--- config.mk ---
export PLATFORM = sky130hd
export DESIGN_NAME = consmax_out_collector
export DESIGN_NICKNAME = d
export VERILOG_FILES = /design/src/rtl/consmax_out_collector.sv
export SDC_FILE = /design/constraint.sdc
export NUM_CORES = 1
export LEC_CHECK = 0
export ABC_AREA = 1
export BUFFER_PORTS_ARGS = -buffer_cell sky130_fd_sc_hd__buf_2
export CAP_MARGIN = 20
export CELL_PAD_IN_SITES_DETAIL_PLACEMENT = 2
export CELL_PAD_IN_SITES_GLOBAL_PLACEMENT = 2
export CORE_ASPECT_RATIO = 1.5
export CORE_UTILIZATION = 41
export DETAILED_ROUTE_END_ITERATION = 10
export MAX_ROUTING_LAYER = met4
export PLACE_DENSITY = 0.89
export SETUP_SLACK_MARGIN = 0.02
export SYNTH_ARGS = -nofsm -noshare
export SYNTH_HDL_FRONTEND = slang
export SYNTH_SLANG_ARGS = --single-unit
--- constraint.sdc ---
create_clock -name clk -period 5.5 [get_ports clk]
set_input_delay 1.1 -clock clk [delete_from_list [all_inputs] [get_ports clk]]
set_output_delay 1.1 -clock clk [all_outputs]
set_load 0.05 [all_outputs]
--- src/rtl/consmax_out_collector.sv ---
// ---------------------------------------------------------------------------
// consmax_out_collector
//
// Purpose:
//   Captures the BUS_NUM-lane exp words that consmax produces. consmax cannot
//   be stalled, so every word is pushed into a small FIFO and drained over a
//   valid/ready port. Each word is tagged with an end-of-row flag. If a word
//   arrives while the FIFO is full and no pop happens in the same cycle, the
//   word is dropped and a sticky overflow flag is set. Row framing keeps
//   counting through dropped words.
//
// Ports:
//   clk, rst_n          clock and asynchronous active-low reset
//   in_fixed_data       BUS_NUM x FIXED_BIT lane data from consmax
//   in_fixed_data_vld   per-lane valid; a word is present when any bit is set
//   cfg_row_len         words per row (0 is treated as 1)
//   cfg_vld             loads the row length, restarts the row and clears
//                       overflow; moves the block from IDLE to RUN
//   out_data/out_mask   FIFO head word and its lane mask (zero when empty)
//   out_last            head word is the last word of its row
//   out_vld / out_rdy   output handshake
//   overflow            sticky flag: a word was dropped because the FIFO was full
//   fifo_cnt            current FIFO occupancy
//   out_row_sum         (only with CONSMAX_COL_ROW_SUM_EN) saturating sum of
//                       the masked lane bytes in the row; non-zero only on
//                       the out_last word
//
// Build option:
//   CONSMAX_COL_ROW_SUM_EN  adds the out_row_sum port and its accumulator.
// ---------------------------------------------------------------------------
module consmax_out_collector #(
  parameter int unsigned FIXED_BIT      = 8,
  parameter int unsigned BUS_NUM        = 8,
  parameter int unsigned DATA_NUM_WIDTH = 10,
  parameter int unsigned FIFO_DEPTH     = 8
) (
  input  logic                                clk,
  input  logic                                rst_n,
  input  logic [BUS_NUM*FIXED_BIT-1:0]        in_fixed_data,
  input  logic [BUS_NUM-1:0]                  in_fixed_data_vld,
  input  logic [DATA_NUM_WIDTH-1:0]           cfg_row_len,
  input  logic                                cfg_vld,
  output logic [BUS_NUM*FIXED_BIT-1:0]        out_data,
  output logic [BUS_NUM-1:0]                  out_mask,
  output logic                                out_last,
  output logic                                out_vld,
  input  logic                                out_rdy,
  output logic                                overflow,
`ifdef CONSMAX_COL_ROW_SUM_EN
  output logic [FIXED_BIT+DATA_NUM_WIDTH+$clog2(BUS_NUM)-1:0] out_row_sum,
`endif
  output logic [$clog2(FIFO_DEPTH):0]         fifo_cnt
);

  localparam int unsigned WORD_W = BUS_NUM * FIXED_BIT;
  localparam int unsigned PTR_W  = $clog2(FIFO_DEPTH);
  localparam int unsigned CNT_W  = PTR_W + 1;
`ifdef CONSMAX_COL_ROW_SUM_EN
  localparam int unsigned SUM_W  = FIXED_BIT + DATA_NUM_WIDTH + $clog2(BUS_NUM);
`endif

  typedef enum logic {
    ST_IDLE = 1'b0,
    ST_RUN  = 1'b1
  } state_e;

  // One FIFO entry: the word payload plus its framing tags.
  typedef struct packed {
`ifdef CONSMAX_COL_ROW_SUM_EN
    logic [SUM_W-1:0]   row_sum;
`endif
    logic               last;
    logic [BUS_NUM-1:0] mask;
    logic [WORD_W-1:0]  data;
  } entry_t;

  state_e                    state_q, state_d;
  logic [DATA_NUM_WIDTH-1:0] row_len_q, row_len_d;
  logic [DATA_NUM_WIDTH-1:0] row_cnt_q, row_cnt_d;
  logic                      overflow_q, overflow_d;
  logic [CNT_W-1:0]          cnt_q, cnt_d;
  logic [PTR_W-1:0]          wr_ptr_q, wr_ptr_d;
  logic [PTR_W-1:0]          rd_ptr_q, rd_ptr_d;
  entry_t                    mem_q [FIFO_DEPTH];
`ifdef CONSMAX_COL_ROW_SUM_EN
  logic [SUM_W-1:0]          acc_q, acc_d;
  logic [SUM_W-1:0]          acc_base;
  logic [SUM_W-1:0]          word_sum;
  logic [SUM_W:0]            acc_sum;
  logic [SUM_W-1:0]          acc_sat;
`endif

  logic [WORD_W-1:0]         masked_data;
  logic [DATA_NUM_WIDTH-1:0] len_eff;
  logic [DATA_NUM_WIDTH-1:0] cnt_base;
  logic                      word_present;
  logic                      word_last;
  logic                      pop;
  logic                      wr_en;
  entry_t                    wr_entry;
  entry_t                    head;

  // Zero the lanes whose valid bit is low so the stored word is clean.
  always_comb begin
    masked_data = '0;
    for (int unsigned i = 0; i < BUS_NUM; i++) begin
      if (in_fixed_data_vld[i]) begin
        masked_data[i*FIXED_BIT +: FIXED_BIT] = in_fixed_data[i*FIXED_BIT +: FIXED_BIT];
      end
    end
  end

`ifdef CONSMAX_COL_ROW_SUM_EN
  // Sum of the masked lane bytes of the incoming word.
  always_comb begin
    word_sum = '0;
    for (int unsigned i = 0; i < BUS_NUM; i++) begin
      word_sum = word_sum + SUM_W'(masked_data[i*FIXED_BIT +: FIXED_BIT]);
    end
  end
`endif

  // Next-state logic: the FSM, row framing, FIFO pointers and overflow.
  always_comb begin
    state_d    = state_q;
    row_len_d  = row_len_q;
    row_cnt_d  = row_cnt_q;
    overflow_d = overflow_q;
    cnt_d      = cnt_q;
    wr_ptr_d   = wr_ptr_q;
    rd_ptr_d   = rd_ptr_q;
    wr_en      = 1'b0;
    wr_entry   = '0;
    len_eff    = row_len_q;
    cnt_base   = row_cnt_q;
`ifdef CONSMAX_COL_ROW_SUM_EN
    acc_d      = acc_q;
    acc_base   = acc_q;
    acc_sum    = '0;
    acc_sat    = '0;
`endif

    pop = (cnt_q != '0) && out_rdy;

    // A configuration takes effect before a word that arrives in the same cycle.
    if (cfg_vld) begin
      state_d    = ST_RUN;
      len_eff    = (cfg_row_len == '0) ? DATA_NUM_WIDTH'(1) : cfg_row_len;
      cnt_base   = '0;
      overflow_d = 1'b0;
`ifdef CONSMAX_COL_ROW_SUM_EN
      acc_base   = '0;
`endif
    end
    row_len_d = len_eff;
    row_cnt_d = cnt_base;
`ifdef CONSMAX_COL_ROW_SUM_EN
    acc_d     = acc_base;
`endif

    // Words that arrive before the first configuration are ignored.
    word_present = (|in_fixed_data_vld) && ((state_q == ST_RUN) || cfg_vld);
    word_last    = (cnt_base == (len_eff - DATA_NUM_WIDTH'(1)));

    if (word_present) begin
      // The row count advances even for a dropped word so row framing is preserved.
      row_cnt_d     = word_last ? '0 : (cnt_base + DATA_NUM_WIDTH'(1));
      wr_entry.data = masked_data;
      wr_entry.mask = in_fixed_data_vld;
      wr_entry.last = word_last;
`ifdef CONSMAX_COL_ROW_SUM_EN
      acc_sum = {1'b0, acc_base} + {1'b0, word_sum};
      acc_sat = acc_sum[SUM_W] ? '1 : acc_sum[SUM_W-1:0];
      wr_entry.row_sum = word_last ? acc_sat : '0;
      acc_d = word_last ? '0 : acc_sat;
`endif
      // A slot freed by a pop in the same cycle can be reused immediately.
      if ((cnt_q < CNT_W'(FIFO_DEPTH)) || pop) begin
        wr_en = 1'b1;
      end else begin
        overflow_d = 1'b1;
      end
    end

    if (wr_en) begin
      wr_ptr_d = wr_ptr_q + PTR_W'(1);
    end
    if (pop) begin
      rd_ptr_d = rd_ptr_q + PTR_W'(1);
    end
    if (wr_en && !pop) begin
      cnt_d = cnt_q + CNT_W'(1);
    end else if (!wr_en && pop) begin
      cnt_d = cnt_q - CNT_W'(1);
    end
  end

  // FSM state register.
  always_ff @(posedge clk or negedge rst_n) begin
    if (!rst_n) begin
      state_q <= ST_IDLE;
    end else begin
      state_q <= state_d;
    end
  end

  // Control and framing registers.
  always_ff @(posedge clk or negedge rst_n) begin
    if (!rst_n) begin
      row_len_q  <= DATA_NUM_WIDTH'(1);
      row_cnt_q  <= '0;
      overflow_q <= 1'b0;
      cnt_q      <= '0;
      wr_ptr_q   <= '0;
      rd_ptr_q   <= '0;
`ifdef CONSMAX_COL_ROW_SUM_EN
      acc_q      <= '0;
`endif
    end else begin
      row_len_q  <= row_len_d;
      row_cnt_q  <= row_cnt_d;
      overflow_q <= overflow_d;
      cnt_q      <= cnt_d;
      wr_ptr_q   <= wr_ptr_d;
      rd_ptr_q   <= rd_ptr_d;
`ifdef CONSMAX_COL_ROW_SUM_EN
      acc_q      <= acc_d;
`endif
    end
  end

  // FIFO storage: no reset is needed because an empty FIFO masks the outputs.
  always_ff @(posedge clk) begin
    if (wr_en) begin
      mem_q[wr_ptr_q] <= wr_entry;
    end
  end

  // Outputs come only from flops. An empty FIFO drives zeros, so a reset
  // discards buffered words at once.
  assign head     = mem_q[rd_ptr_q];
  assign out_vld  = (cnt_q != '0);
  assign out_data = out_vld ? head.data : '0;
  assign out_mask = out_vld ? head.mask : '0;
  assign out_last = out_vld ? head.last : 1'b0;
  assign overflow = overflow_q;
  assign fifo_cnt = cnt_q;
`ifdef CONSMAX_COL_ROW_SUM_EN
  assign out_row_sum = out_vld ? head.row_sum : '0;
`endif

endmodule

# ---- Word-level counts from Yosys, hierarchy flattened
# Memory sizes are Yosys's and may differ from the RTL's.
# Index checks and enable logic that the tools add are counted.
dict set report op_classes {
  mux 26
  multipliers 0
  n_addsub 6
  div 0
  n_eq_ne 1
  n_bitwise 0
  shifts 0
  reduce_logical 12
  magnitude_cmp 1
}
# operator count
set ops {}
lappend ops {{73-bit 2-to-1 mux} 1}
lappend ops {{8-bit 2-to-1 mux} 9}
lappend ops {{64-bit 2-to-1 mux} 1}
lappend ops {{10-bit 2-to-1 mux} 5}
lappend ops {{10-bit by 1-bit adder with 10-bit output, second input constant} 1}
lappend ops {{10-bit equality test} 1}
lappend ops {{10-bit zero test} 1}
lappend ops {{10-bit by 1-bit subtractor with 10-bit output, second input constant} 1}
lappend ops {{1-bit 2-to-1 mux} 8}
lappend ops {{4-bit 2-to-1 mux} 2}
lappend ops {{8-bit OR reduction} 1}
lappend ops {{3-bit by 1-bit adder with 3-bit output, second input constant} 2}
lappend ops {{4-bit by 1-bit adder with 4-bit output, second input constant} 1}
lappend ops {{1-bit logical AND} 4}
lappend ops {{4-bit less-than comparator, second input constant} 1}
lappend ops {{4-bit nonzero test} 1}
lappend ops {{4-bit by 1-bit subtractor with 4-bit output, second input constant} 1}
lappend ops {{1-bit zero test} 2}
lappend ops {{1-bit logical OR} 2}
lappend ops {{2-bit nonzero test} 1}
dict set report word_totals {
  ram_bits 584
  wordCells 54
  ff_bits 32
  inputBits 86
  latch_bits 0
  out_inout_bits 79
  romBits 0
  memories 1
}
# name depth width read_ports rd_clocked_by_memory_dff write_ports line
set mem_list {}
lappend mem_list {mem_q 8 73 1 0 1 84} ;# entry_t mem_q [FIFO_DEPTH];

# ---- Longest topological paths before layout
# Gate-level depths: netlist (run 1).
dict set report logic_depth {
  ltp_word 9
  mapped_depth 19
  mapped_depth_nobuf 18
}

# ---- Worst setup path after synthesis (run 1)
# No wires, ideal clock.
dict set report synth_timing {
  kind {input to register}
  startpoint {in in_fixed_data_vld[0]}
  endpoint {mem mem_q[0][0] (netlist bit) (enable)}
  slack_ns -0.234
  setup_time_ns 0.505
  n_path_buf 1
  required_time_ns 4.995
  cell_stages 8
  arrival_time_ns 5.230
  path_cell_list {clkbuf_1 nor2_1 nand4_1 nand2_1 inv_1 nand2_1 or2_2 nor2_1}
}
dict set report synth_between {
  elab_chain_cells 5
}
# element line
set synth_rtl {}
lappend synth_rtl {{from (decl)} 40} ;# input logic [BUS_NUM-1:0] in_fixed_data_vld,
lappend synth_rtl {{8-bit OR reduction} 162} ;# word_present = (|in_fixed_data_vld) && ((state_q == ST_RUN) || cfg_vld);
lappend synth_rtl {{1-bit logical AND} 162}
lappend synth_rtl {{1-bit 2-to-1 mux} 165} ;# if (word_present) begin
lappend synth_rtl {{1-bit 2-to-1 mux} 234} ;# if (wr_en) begin
lappend synth_rtl {{1-bit 2-to-1 mux (implied by the code)} 235} ;# mem_q[wr_ptr_q] <= wr_entry;
lappend synth_rtl {{to (decl)} 84}
# No other way between the ends.

# ---- Worst setup path in the final report (run 1)
dict set report layout_timing {
  startpoint {reg rd_ptr_q[0]}
  endpoint {out out_data[13]}
}
dict set report layout_between {
  elab_chain_cells 2
}
# element line
set layout_rtl {}
lappend layout_rtl {{from (decl)} 83} ;# logic [PTR_W-1:0] rd_ptr_q, rd_ptr_d;
lappend layout_rtl {{from (signal assigned)} 225} ;# rd_ptr_q <= rd_ptr_d;
lappend layout_rtl {{memory 8 x 73 bit} n/a}
lappend layout_rtl {{64-bit 2-to-1 mux} 243} ;# assign out_data = out_vld ? head.data : '0;
lappend layout_rtl {{to (decl)} 43} ;# output logic [BUS_NUM*FIXED_BIT-1:0] out_data,
# No other way between the ends.

==> results of run 1 <==
==> routing by layer <==
layer	share of wire	wire, um	vias to the layer above
li1	-	-	7756
met2	0.53	48400	616
met1	0.38	35000	9481
met4	0.045	4080	0
met3	0.045	4160	217
met5	0	0	-
==> area by class of cell <==
cell class | instances | area share
repair buffers | 197 | 0.0416
clock inverters | 34 | 0.0145
inverters | 62 | 0.00846
clock buffers | 72 | 0.0551
flip-flops and latches | 616 | 0.633
well taps | 791 | 0.0341
diodes | 3 | 0.000259
multi-input cells | 1295 | 0.213
==> through the flow <==
stage | util | TNS [ns] | hold slack [ns]
3_3_place_gp | 0.442 | 0 | 0.479
2_1_floorplan | - | -68.35 | 0.432
5_1_grt | 0.476 | 0 | 0.533
4_1_cts | 0.475 | 0 | 0.515
3_5_place_dp | 0.442 | 0 | 0.485
6_report | 0.476 | 0 | 0.514
==> how the worst min path moves through the flow <==
stage	start	to	slack [ns]	depth (start not counted)
after floorplan	state_q	state_q	0.43	2
after global placement	row_len_q[9]	row_len_q[9]	0.48	2
after detailed placement	overflow	overflow	0.48	2
after CTS	row_len_q[9]	row_len_q[9]	0.51	2
after global routing	row_len_q[7]	row_len_q[7]	0.53	2
final	overflow	overflow	0.51	2
==> state kept, by name (all words and copies together), names as in the netlist <==
name       flops
state_q        1
wr_ptr_q       3
row_len_q     10
overflow       1
fifo_cnt       4
row_cnt_q     10
rd_ptr_q       3
mem_q        584
==> logic make-up after synthesis <==
| family | after synthesis | synth area share |
|---|---|---|
| DFF | 616 | 0.726 |
| AOI/OAI and AO/OA | 524 | 0.111 |
| xor gates and xnor gates | 19 | 0.00658 |
| and+or+nand+nor | 744 | 0.120 |
| buffers and inverters | 202 | 0.0325 |
| adders and majority gates | 8 | 0.00426 |
==> power breakdown <==
group / leakage (nW) / internal [W] / switching, W / total, W
Clock: 0.971 / 0.00252 / 0.00190 / 0.00442
Combinational: 3.47 / 0.00175 / 0.00660 / 0.00836
Sequential: 5.81 / 0.00634 / 0.000494 / 0.00683
Total: 10.3 / 0.0106 / 0.00900 / 0.0196
==> worst max-delay path: stages, from the launching register on <==
cell,delay (ns)
sky130_fd_sc_hd__dfrtp_4,0.72
sky130_fd_sc_hd__inv_8,0.65
sky130_fd_sc_hd__buf_4,0.52
sky130_fd_sc_hd__o21ai_0,0.20
sky130_fd_sc_hd__o22ai_1,0.24
sky130_fd_sc_hd__o21ai_0,0.14
sky130_fd_sc_hd__a31oi_1,0.37
sky130_fd_sc_hd__buf_2,0.35
==> layout by cell type (no fill, tap or decap), types with 7 or more instances in the layout <==
| cell type | instances |
|---|---|
| sky130_fd_sc_hd__a31oi_1 | 73 |
| sky130_fd_sc_hd__buf_12 | 11 |
| sky130_fd_sc_hd__buf_2 | 164 |
| sky130_fd_sc_hd__buf_4 | 22 |
| sky130_fd_sc_hd__bufinv_16 | 10 |
| sky130_fd_sc_hd__clkbuf_1 | 8 |
| sky130_fd_sc_hd__clkbuf_16 | 61 |
| sky130_fd_sc_hd__clkinv_1 | 15 |
| sky130_fd_sc_hd__dfrtp_1 | 29 |
| sky130_fd_sc_hd__edfxtp_1 | 584 |
| sky130_fd_sc_hd__ha_1 | 7 |
| sky130_fd_sc_hd__inv_1 | 51 |
| sky130_fd_sc_hd__nand2_1 | 158 |
| sky130_fd_sc_hd__nand2_2 | 9 |
| sky130_fd_sc_hd__nand3_1 | 9 |
| sky130_fd_sc_hd__nor2_1 | 524 |
| sky130_fd_sc_hd__nor2_4 | 13 |
| sky130_fd_sc_hd__o21ai_0 | 361 |
| sky130_fd_sc_hd__o21ai_1 | 12 |
| sky130_fd_sc_hd__o22ai_1 | 73 |
| sky130_fd_sc_hd__xnor2_1 | 7 |
| sky130_fd_sc_hd__xor2_1 | 12 |
==> Flow_metrics.wiki, run 1 <==
{| class="wikitable"
! Metric !! Value
|-
| Status || finished, final reports clean
|-
| Seq cells post-synth || 616
|-
| TritonCTS clock tree || built
|-
| Number of placed instances, taps included || 2961
|-
| End of the worst register-to-register path || mem_q[7][18]
|-
| Area added between synthesis and finish || 14.7%
|-
| Met2 global-route usage || 0.528
|-
| Number of nets in the synthesized netlist || 2207
|-
| Final setup viols || 0
|-
| CTS sink count || 616
|-
| Global-route wire length before repair || 135 mm
|-
| Worst min-delay path class || flip-flop to flip-flop
|-
| Detail Placement HPWL || 51.4 mm
|-
| FF+latch area || 18300 um2
|-
| Number of core rows || 111
|-
| Most common library cells after synthesis || sky130_fd_sc_hd__edfxtp_1, sky130_fd_sc_hd__nor2_1, sky130_fd_sc_hd__o21ai_0
|-
| Number of DRC markers after the initial detailed-route iteration || 1233
|-
| Share of synthesized flip-flops with an asynchronous set or reset || 0.0519
|-
| Met3 Track Usage GR || 0.0349
|-
| Number of buffers inserted by hold repair at cts || 0
|-
| Clock Tree Root || sky130_fd_sc_hd__clkbuf_16
|-
| Library cells used by synthesis || 43
|-
| Critical path capture point type || output pin
|-
| Worst-case setup margin in the final layout || 0.448 ns
|-
| Critical path fanouts, max || 134
|-
| Placeable core area || 61000 um2
|-
| Average via count per standard cell || 5.89
|-
| GR Util met1 || 0.354
|-
| Postcts setup bufs || 0
|-
| Most heavily used metal layer in global routing || met2
|-
| Final hold viol count || 0
|-
| Via count of the first global-routing pass || 20400
|-
| Global router's overall resource usage || 0.305
|-
| Grt total ovfl || 0
|-
| Sequential cell area fraction in the yosys report || 0.726
|-
| Highest ir drop seen on vdd || 0.435 mV
|-
| Pre-CTS setup slack || 1.12 ns
|-
| Finished Cell Area || 29000 um2
|-
| Top-count cell post-synth || sky130_fd_sc_hd__edfxtp_1
|-
| Vert. Die Dim || 306 um
|-
| Number of top-level design ports || 165
|-
| Final net count || 2325
|-
| Arrival time reported for the critical path endpoint || 3.95 ns
|-
| Max Fclk || 198 MHz
|-
| Maximum number of pins on one net before global-route repair || 165
|-
| Leakage power || 10.3 nW
|-
| Worst slew margin || 0.257
|-
| Clock network latency to the later pin of the worst-skew pair || 0.63 ns
|-
| Average wire per cell in the routed design || 29.9 um
|-
| Cell area after synthesis || 25300 um2
|-
| DIE AREA || 62700 um2
|-
| EDFF count, synth || 584
|-
| H-tree depth || 2
|-
| Placer congestion estimate || 0.764
|-
| Depth of the worst register-to-register path || 10
|-
| Post-synthesis cell type with the largest combined area || sky130_fd_sc_hd__edfxtp_1
|-
| Number of optimization iterations in the first detailed-route pass || 5
|-
| Cells after Synth || 2113
|-
| Total chip power || 0.0196 W
|-
| Worst setup path start || rd_ptr_q[0]
|-
| FILL cells || 6010
|-
| Count of yosys warnings during synthesis || 0
|-
| R2R setup slack || 2.42 ns
|-
| Cell area after placement || 27000 um2
|-
| Cells taking the most area after synthesis || sky130_fd_sc_hd__edfxtp_1, sky130_fd_sc_hd__nor2_1, sky130_fd_sc_hd__o21ai_0
|-
| Cell Count, Final, Fillers Out || 3070
|-
| Buffers added on ports || 164
|-
| Startpoint of the most critical register-to-register path || state_q
|-
| Maxcap violations || 0
|-
| Area used by multi-input combinational logic || 6180 um2
|-
| Mean instance size in the synthesized netlist || 12.0 um2
|-
| Number of buffers on the longest clock path || 3
|-
| Setup skew after layout || 0.0124 ns
|-
| Synth top area share || 0.694
|-
| Shortest period the worst path allows || 5.05 ns
|-
| Clock slew at reported path FFs || 0.06 ns
|-
| Power density over cell area || 676 nW/um2
|-
| Effective utilization at floorplan || 0.415
|-
| Final routed DRC violation total || 0
|-
| Slew at the pin with the worst max-slew slack || 1.11 ns
|-
| Chip width || 205 um
|-
| WP data required || 4.40 ns
|-
| Most instantiated flip-flop cell in the synthesis netlist || sky130_fd_sc_hd__edfxtp_1
|-
| Number of antenna violations at the first check in global routing || 4
|-
| Final-report max-slew violation count || 0
|-
| Share of the clock period used by the worst path after layout || 0.919
|-
| Sum of routed wire length over all layers || 91.7 mm
|-
| Num CTS Buffers || 59
|-
| Fraction of layout cells with a size suffix above 1 || 0.149
|-
| Setup repair after global routing missed its margin || false
|-
| End point of the critical path || out_data[13]
|-
| Setup crit start kind || flip-flop
|-
| Crit path kind || flip-flop to output pin
|-
| Detail Route Antenna Nets || 0
|-
| Via count || 18100
|-
| Post-CTS Resized || 0
|}
No activity file was read; power rests on OpenSTA's default activity.
==> run 2, diff against run 1 <==
==> constraint.sdc (replaced) <==
create_clock -name clk -period 5.5 [get_ports clk]
set_input_delay 0.55 -clock clk [delete_from_list [all_inputs] [get_ports clk]]
set_output_delay 0.55 -clock clk [all_outputs]
set_load 0.05 [all_outputs]
==> Flow_metrics.wiki, run 2 (synthesis gave the netlist of run 1 again) <==
{| class="wikitable"
! Metric !! Value
|-
| Placer congestion estimate || 0.782 (+2.4%)
|-
| Final setup viols || 0 (unchanged)
|-
| Slew at the pin with the worst max-slew slack || 1.28 ns (+0.169 ns)
|-
| Average via count per standard cell || 5.83 (-1.0%)
|-
| Critical path capture point type || output pin
|-
| Number of optimization iterations in the first detailed-route pass || 5 (unchanged)
|-
| H-tree depth || 2 (unchanged)
|-
| Worst slew margin || 0.145 (-0.113)
|-
| Combinational fraction of design power || 0.429 (+0.003)
|-
| Final net count || 2319 (-0.26%)
|-
| Highest ir drop seen on vdd || 0.507 mV (+17%)
|-
| Postcts setup bufs || 0 (unchanged)
|-
| Startpoint of the most critical register-to-register path || fifo_cnt[0]
|-
| Number of DRC markers after the initial detailed-route iteration || 1509 (+22%)
|-
| Maximum number of pins on one net before global-route repair || 257 (+56%)
|-
| Number of core rows || 111 (unchanged)
|-
| R2R setup slack || 2.03 ns (-0.39 ns)
|-
| Chip width || 205 um (unchanged)
|-
| Final hold viol count || 0 (unchanged)
|-
| Worst setup path start || rd_ptr_q[0]
|-
| Cell Count, Final, Fillers Out || 3070 (unchanged)
|-
| Depth of the worst register-to-register path || 9 (-1)
|-
| Vert. Die Dim || 306 um (unchanged)
|-
| Sum of routed wire length over all layers || 87.9 mm (-4.1%)
|-
| Leakage power || 10.2 nW (-0.41%)
|-
| CTS sink count || 616 (unchanged)
|-
| Via count of the first global-routing pass || 20400 (-0.15%)
|-
| DIE AREA || 62700 um2 (unchanged)
|-
| Commonest non-fill, non-tap cell in the layout || sky130_fd_sc_hd__edfxtp_1
|-
| Critical path fanouts, max || 256 (+91%)
|-
| Share of total power in the clock network || 0.220 (-0.005)
|-
| Setup crit start kind || flip-flop
|-
| Leading registers by flop count || mem_q (584), row_cnt_q (10), row_len_q (10)
|-
| Fraction of power spent switching nets || 0.459 (about the same)
|-
| TritonCTS clock tree || built
|-
| WP data required || 4.95 ns (+0.55 ns)
|-
| Global-route wire length before repair || 130 mm (-3.6%)
|-
| Register containing the most flip-flops in the final layout || mem_q
|-
| Post-CTS Resized || 0 (unchanged)
|-
| Relative contribution of sequential cells to total power || 0.351 (+0.003)
|-
| Global router's overall resource usage || 0.291 (-0.0135)
|-
| Maxcap violations || 0 (unchanged)
|-
| Average wire per cell in the routed design || 28.6 um (-4.1%)
|-
| Buffers added on ports || 164 (unchanged)
|-
| Share of the clock period used by the worst path after layout || 0.845 (-0.0738)
|-
| Worst min-delay path class || primary input to asynchronous set/reset pin
|-
| Detail Placement HPWL || 48.8 mm (-5.0%)
|-
| Effective utilization at floorplan || 0.415 (unchanged)
|-
| Clock Tree Root || sky130_fd_sc_hd__clkbuf_16
|-
| End of the worst register-to-register path || mem_q[1][46]
|-
| Status || finished, final reports clean
|-
| Crit path kind || flip-flop to output pin
|-
| Internal portion of total power || 0.0105 W (-1.4%)
|-
| Num CTS Buffers || 58 (-1.7%)
|-
| Setup skew after layout || 0.0210 ns (+0.00856 ns)
|-
| Detail Route Antenna Nets || 0 (unchanged)
|-
| Number of placed instances, taps included || 2956 (-0.17%)
|-
| Fraction of layout cells with a size suffix above 1 || 0.147 (-0.00200)
|-
| Via count || 17900 (-1.0%)
|-
| Power spent charging and discharging nets || 0.00888 W (-1.3%)
|-
| Grt total ovfl || 0 (unchanged)
|-
| Number of flip-flops under the largest register name || 584 (unchanged)
|-
| Clock slew at reported path FFs || 0.07 ns (about the same)
|-
| Most used cells in the layout excluding fill and tap cells || sky130_fd_sc_hd__edfxtp_1, sky130_fd_sc_hd__nor2_1, sky130_fd_sc_hd__o21ai_0
|-
| Final-report max-slew violation count || 0 (unchanged)
|-
| Arrival time reported for the critical path endpoint || 4.10 ns (+0.15 ns)
|-
| FILL cells || 5995 (-0.25%)
|-
| Placeable core area || 61000 um2 (unchanged)
|-
| Final routed DRC violation total || 0 (unchanged)
|-
| Clock network latency to the later pin of the worst-skew pair || 0.63 ns (about the same)
|-
| Area added between synthesis and finish || 14.1%
|-
| Setup repair after global routing missed its margin || false
|-
| Number of buffers inserted by hold repair at cts || 0 (unchanged)
|-
| Shortest period the worst path allows || 4.65 ns (-0.406 ns)
|-
| Summed negative setup slack over all endpoints || 0 ns (unchanged)
|-
| Max Fclk || 215 MHz (+8.7%)
|-
| Number of antenna violations at the first check in global routing || 4 (unchanged)
|-
| Power density over cell area || 670 nW/um2 (-0.85%)
|-
| Number of buffers on the longest clock path || 3 (unchanged)
|-
| Number of top-level design ports || 165 (unchanged)
|}
[run 2: final cells by class]
type                       count  area [um2]  area share
sequential                   616       18300       0.636
clock buffer                  67        1560      0.0541
antenna                        6        15.0    0.000521
inverter                      62         245     0.00850
tap                          791         990      0.0343
multi-input combinational   1295        6180       0.214
clock inverter                41         402      0.0139
timing repair buffer         192        1100      0.0382
[run 2: how the worst max path moves through the flow]
stage / end / cells past startpoint
2_1_floorplan: mem_q[0][0] / 8
3_3_place_gp: mem_q[3][36] / 10
3_5_place_dp: mem_q[1][35] / 10
4_1_cts: out_last / 6
5_1_grt: out_last / 6
6_report: out_last / 6
[run 2: metrics by stage]
step / power, W / utilization / setup slack, ns / hold slack (ns) / instance area [um2]
detailed placement: 0.0150 / 0.441 / 1.57 / 0.492 / 26900
global route: 0.0201 / 0.473 / 0.797 / 0.0619 / 28800
global placement: 0.0144 / 0.440 / 1.87 / 0.481 / 26800
floorplan: 0.0122 / - / 0.316 / 0.254 / 25300
finish: 0.0193 / 0.473 / 0.854 / 0.0183 / 28800
CTS: 0.0195 / 0.473 / 0.891 / 0.0200 / 28800
[run 2: worst max-delay path: stages (launching register included)]
cell	delay, ns
sky130_fd_sc_hd__dfrtp_4	0.75
sky130_fd_sc_hd__buf_12	0.85
sky130_fd_sc_hd__o21ai_0	0.33
sky130_fd_sc_hd__o22ai_1	0.38
sky130_fd_sc_hd__o21ai_0	0.16
sky130_fd_sc_hd__a31oi_1	0.48
sky130_fd_sc_hd__buf_2	0.36
[run 2: layer usage]
metal	part of all wire	wire length, um	GRT usage	vias up
li1	-	-	-	7740
met1	0.38	33200	0.334	9278
met2	0.53	46800	0.506	634
met3	0.046	4010	0.0344	235
met4	0.045	3920	0.130	0
met5	0	0	-	-
[run 2: power groups by stage]
stage | Clock (W) | Combinational, W | Sequential (W)
after detailed placement | 0 | 0.00818 | 0.00684
after floorplan | 0 | 0.00542 | 0.00676
after CTS | 0.00432 | 0.00836 | 0.00679
final | 0.00426 | 0.00829 | 0.00678
after global placement | 0 | 0.00764 | 0.00671
after global routing | 0.00446 | 0.00877 | 0.00685
==> run 3, diff against run 2 <==
--- a/config.mk
+++ b/config.mk
@@ -5,16 +5,16 @@
 export SDC_FILE = /design/constraint.sdc
 export NUM_CORES = 1
 export LEC_CHECK = 0
-export ABC_AREA = 1
+export ABC_AREA = 0
 export BUFFER_PORTS_ARGS = -buffer_cell sky130_fd_sc_hd__buf_2
 export CAP_MARGIN = 20
 export CELL_PAD_IN_SITES_DETAIL_PLACEMENT = 2
 export CELL_PAD_IN_SITES_GLOBAL_PLACEMENT = 2
 export CORE_ASPECT_RATIO = 1.5
-export CORE_UTILIZATION = 41
+export CORE_UTILIZATION = 42
 export DETAILED_ROUTE_END_ITERATION = 10
 export MAX_ROUTING_LAYER = met4
-export PLACE_DENSITY = 0.89
+export PLACE_DENSITY = 0.86
 export SETUP_SLACK_MARGIN = 0.02
 export SYNTH_ARGS = -nofsm -noshare
 export SYNTH_HDL_FRONTEND = slang
==> constraint.sdc (replaced) <==
create_clock -name clk -period 3.9 [get_ports clk]
set_input_delay 0.39 -clock clk [delete_from_list [all_inputs] [get_ports clk]]
set_output_delay 0.39 -clock clk [all_outputs]
set_load 0.05 [all_outputs]
==> Flow_metrics.wiki, run 3 <==
{| class="wikitable"
! Metric !! Value
|-
| Status || finished, final reports clean
|-
| Critical path fanouts, max || 40 (-84%)
|-
| Setup repair after global routing missed its margin || false
|-
| Number of buffers on the longest clock path || 3 (unchanged)
|-
| Worst slew margin || 0.284 (+0.139)
|-
| Hold path startpoint || cfg_row_len[1]
|-
| Synth top area share || 0.711 (+0.0175)
|-
| Power density over cell area || 900 nW/um2 (+34%)
|-
| Slew at the pin with the worst max-slew slack || 1.07 ns (-0.209 ns)
|-
| Library cells used by synthesis || 52 (+21%)
|-
| Most instantiated flip-flop cell in the synthesis netlist || sky130_fd_sc_hd__edfxtp_1
|-
| Postcts setup bufs || 0 (unchanged)
|-
| H-tree depth || 2 (unchanged)
|-
| Average wire per cell in the routed design || 31.0 um (+8.4%)
|-
| Seq cells post-synth || 616 (unchanged)
|-
| Chip width || 200 um (-2.4%)
|-
| Cells after Synth || 1224 (-42%)
|-
| Startpoint of the most critical register-to-register path || row_len_q[0]
|-
| Leading registers by flop count || mem_q (584), row_cnt_q (10), row_len_q (10)
|-
| Share of synthesized flip-flops with an asynchronous set or reset || 0.0519 (unchanged)
|-
| Max Fclk || 288 MHz
|-
| TritonCTS clock tree || built
|-
| Worst min-delay path class || primary input to flip-flop
|-
| Final-report max-slew violation count || 0 (unchanged)
|-
| Via count || 12800 (-28%)
|-
| Grt total ovfl || 0 (unchanged)
|-
| Count of yosys warnings during synthesis || 0 (unchanged)
|-
| Sum of routed wire length over all layers || 69.5 mm (-21%)
|-
| Detail Route Antenna Nets || 0 (unchanged)
|-
| Setup crit start kind || flip-flop
|-
| Fraction of layout cells with a size suffix above 1 || 0.320 (+0.174)
|-
| Crit path kind || flip-flop to output pin
|-
| Placeable core area || 58000 um2 (-4.9%)
|-
| Worst setup path start || rd_ptr_q[0]
|-
| Util after Layout || 0.494 (+0.0214)
|-
| Average via count per standard cell || 5.71 (-1.9%)
|-
| Effective utilization at floorplan || 0.425 (+0.0107)
|-
| Placer congestion estimate || 0.781 (-0.10%)
|-
| CTS sink count || 616 (unchanged)
|-
| Commonest non-fill, non-tap cell in the layout || sky130_fd_sc_hd__edfxtp_1
|-
| Area added between synthesis and finish || 16.3%
|-
| Number of optimization iterations in the first detailed-route pass || 5 (unchanged)
|-
| Global router's overall resource usage || 0.246 (-0.0451)
|-
| Final hold viol count || 0 (unchanged)
|-
| DIE AREA || 59700 um2 (-4.7%)
|-
| Arrival time reported for the critical path endpoint || 3.09 ns (-1.01 ns)
|-
| Summed negative setup slack over all endpoints || 0 ns (unchanged)
|-
| Number of top-level design ports || 165 (unchanged)
|-
| Number of flip-flops under the largest register name || 584 (unchanged)
|-
| Cell area after synthesis || 24700 um2 (-2.5%)
|-
| Global-route wire length before repair || 101 mm (-22%)
|-
| Share of the clock period used by the worst path after layout || 0.892
|-
| Maximum number of pins on one net before global-route repair || 75 (-71%)
|-
| Mean instance size in the synthesized netlist || 20.1 um2 (+68%)
|-
| Top-count cell post-synth || sky130_fd_sc_hd__edfxtp_1
|-
| Register containing the most flip-flops in the final layout || mem_q
|-
| Number of nets in the synthesized netlist || 1318 (-40%)
|-
| Sequential cell area fraction in the yosys report || 0.744 (+0.0183)
|-
| Critical path capture point type || output pin
|-
| Final routed DRC violation total || 0 (unchanged)
|-
| Number of antenna violations at the first check in global routing || 0 (-4)
|-
| Clock slew at reported path FFs || 0.06 ns (about the same)
|-
| Cells taking the most area after synthesis || sky130_fd_sc_hd__edfxtp_1, sky130_fd_sc_hd__mux4_2, sky130_fd_sc_hd__mux2i_1
|-
| Clock network latency to the later pin of the worst-skew pair || 0.63 ns (about the same)
|-
| Detail Placement HPWL || 40.6 mm (-17%)
|-
| Highest ir drop seen on vdd || 0.373 mV (-27%)
|-
| WP data required || 3.51 ns (-1.44 ns)
|-
| Leakage power || 10.0 nW (-1.6%)
|-
| EDFF count, synth || 584 (unchanged)
|-
| Most used cells in the layout excluding fill and tap cells || sky130_fd_sc_hd__edfxtp_1, sky130_fd_sc_hd__buf_2, sky130_fd_sc_hd__mux4_2
|-
| Num CTS Buffers || 59 (+1.7%)
|-
| Number of core rows || 108 (-2.7%)
|-
| Final setup viols || 0 (unchanged)
|-
| Shortest period the worst path allows || 3.48 ns
|-
| Setup skew after layout || 0.0280 ns (+0.00696 ns)
|-
| Most common library cells after synthesis || sky130_fd_sc_hd__edfxtp_1, sky130_fd_sc_hd__mux4_2, sky130_fd_sc_hd__nor2_1
|-
| Number of DRC markers after the initial detailed-route iteration || 968 (-36%)
|-
| Via count of the first global-routing pass || 14300 (-30%)
|-
| Maxcap violations || 0 (unchanged)
|-
| Post-CTS Resized || 0 (unchanged)
|-
| Post-synthesis cell type with the largest combined area || sky130_fd_sc_hd__edfxtp_1
|-
| Final net count || 1516 (-35%)
|-
| Clock Tree Root || sky130_fd_sc_hd__clkbuf_16
|-
| Buffers added on ports || 164 (unchanged)
|-
| Vert. Die Dim || 299 um (-2.4%)
|}
run 3: cell count changes after synthesis, moves of 66 or more:
| cell | delta |
|---|---|
| sky130_fd_sc_hd__mux2i_1 | +81 |
| sky130_fd_sc_hd__o21ai_0 | -353 |
| sky130_fd_sc_hd__o22ai_1 | -70 |
| sky130_fd_sc_hd__and3_1 | +66 |
| sky130_fd_sc_hd__nand2_1 | -137 |
| sky130_fd_sc_hd__a31oi_1 | -72 |
| sky130_fd_sc_hd__nor2_1 | -448 |
| sky130_fd_sc_hd__mux4_2 | +146 |
run 3: cell type report:
cell class	instances	area (um2)
tap	770	963
antenna	1	2.50
sequential	616	18400
multi-input combinational	532	6050
timing repair buffer	200	1170
fill	5119	29300
clock buffer	81	1710
clock inverter	26	365
inverter	13	48.8
run 3: per-stage QoR:
step / setup slack (ns) / cells / area [um2] / total power [W] / hold slack (ns)
4_1_cts: 0.324 / 2238 / 28700 / 0.0261 / 0.0265
3_3_place_gp: 0.444 / 2130 / 26600 / 0.0192 / 0.477
6_report: 0.423 / 2239 / 28700 / 0.0258 / 0.0570
3_5_place_dp: 0.277 / 2130 / 26600 / 0.0198 / 0.512
2_1_floorplan: -1.17 / 1224 / 24700 / 0.0166 / 0.0944
5_1_grt: 0.236 / 2238 / 28700 / 0.0267 / 0.0539
run 3: kinds of logic after synthesis:
group | after synthesis | synth area share
buffers and inverters | 76 | 0.0138
AO/OA/AOI/OAI | 30 | 0.00959
flip-flops | 616 | 0.744
multiplexers | 233 | 0.169
AND/OR/NAND/NOR | 233 | 0.0494
XOR/XNOR | 28 | 0.00995
adder cells (fa/ha/maj) | 8 | 0.00436
run 3: path summary, 6_finish.rpt:
| kind | slack (ns) | end | cells past startpoint |
|---|---|---|---|
| min reg2reg | 0.53 | row_len_q[9] | 1 |
| min in group asynchronous | 0.41 | row_len_q[9] | 2 |
| max in group asynchronous | 2.86 | rd_ptr_q[1] | 2 |
| max reg2reg | 0.87 | row_cnt_q[4] | 10 |
| max | 0.42 | out_data[50] | 5 |
| min | 0.06 | row_len_q[1] | 3 |
run 3: metal layers:
layer | global-route usage | vias to the layer above | share of wire | wire length (um)
met1 | 0.309 | 6968 | 0.40 | 27700
met2 | 0.426 | 376 | 0.54 | 37500
met4 | 0.0538 | 0 | 0.018 | 1270
met5 | - | - | 0 | 0
li1 | - | 5365 | - | -
met3 | 0.0296 | 84 | 0.043 | 3010
run 3: repair_timing:
| item | 4_1_cts | 5_1_grt |
|---|---|---|
| hold buffers | 1 | 0 |
| endpoints found under the setup margin | 0 | 0 |
| endpoints found under the hold margin | 31 | 0 |
run 3: worst max-delay path, stage by stage (launching register included):
cell and delay, ns:
sky130_fd_sc_hd__dfrtp_4 0.85, sky130_fd_sc_hd__buf_12 0.38, sky130_fd_sc_hd__mux4_2 0.56, sky130_fd_sc_hd__mux2i_1 0.34, sky130_fd_sc_hd__nor2_1 0.07, sky130_fd_sc_hd__buf_2 0.23
run 3: report_power, final:
group | internal, W | total, W | switching, W
sequential | 0.00890 | 0.00974 | 0.000834
combinational | 0.00314 | 0.00987 | 0.00673
clock | 0.00365 | 0.00619 | 0.00254
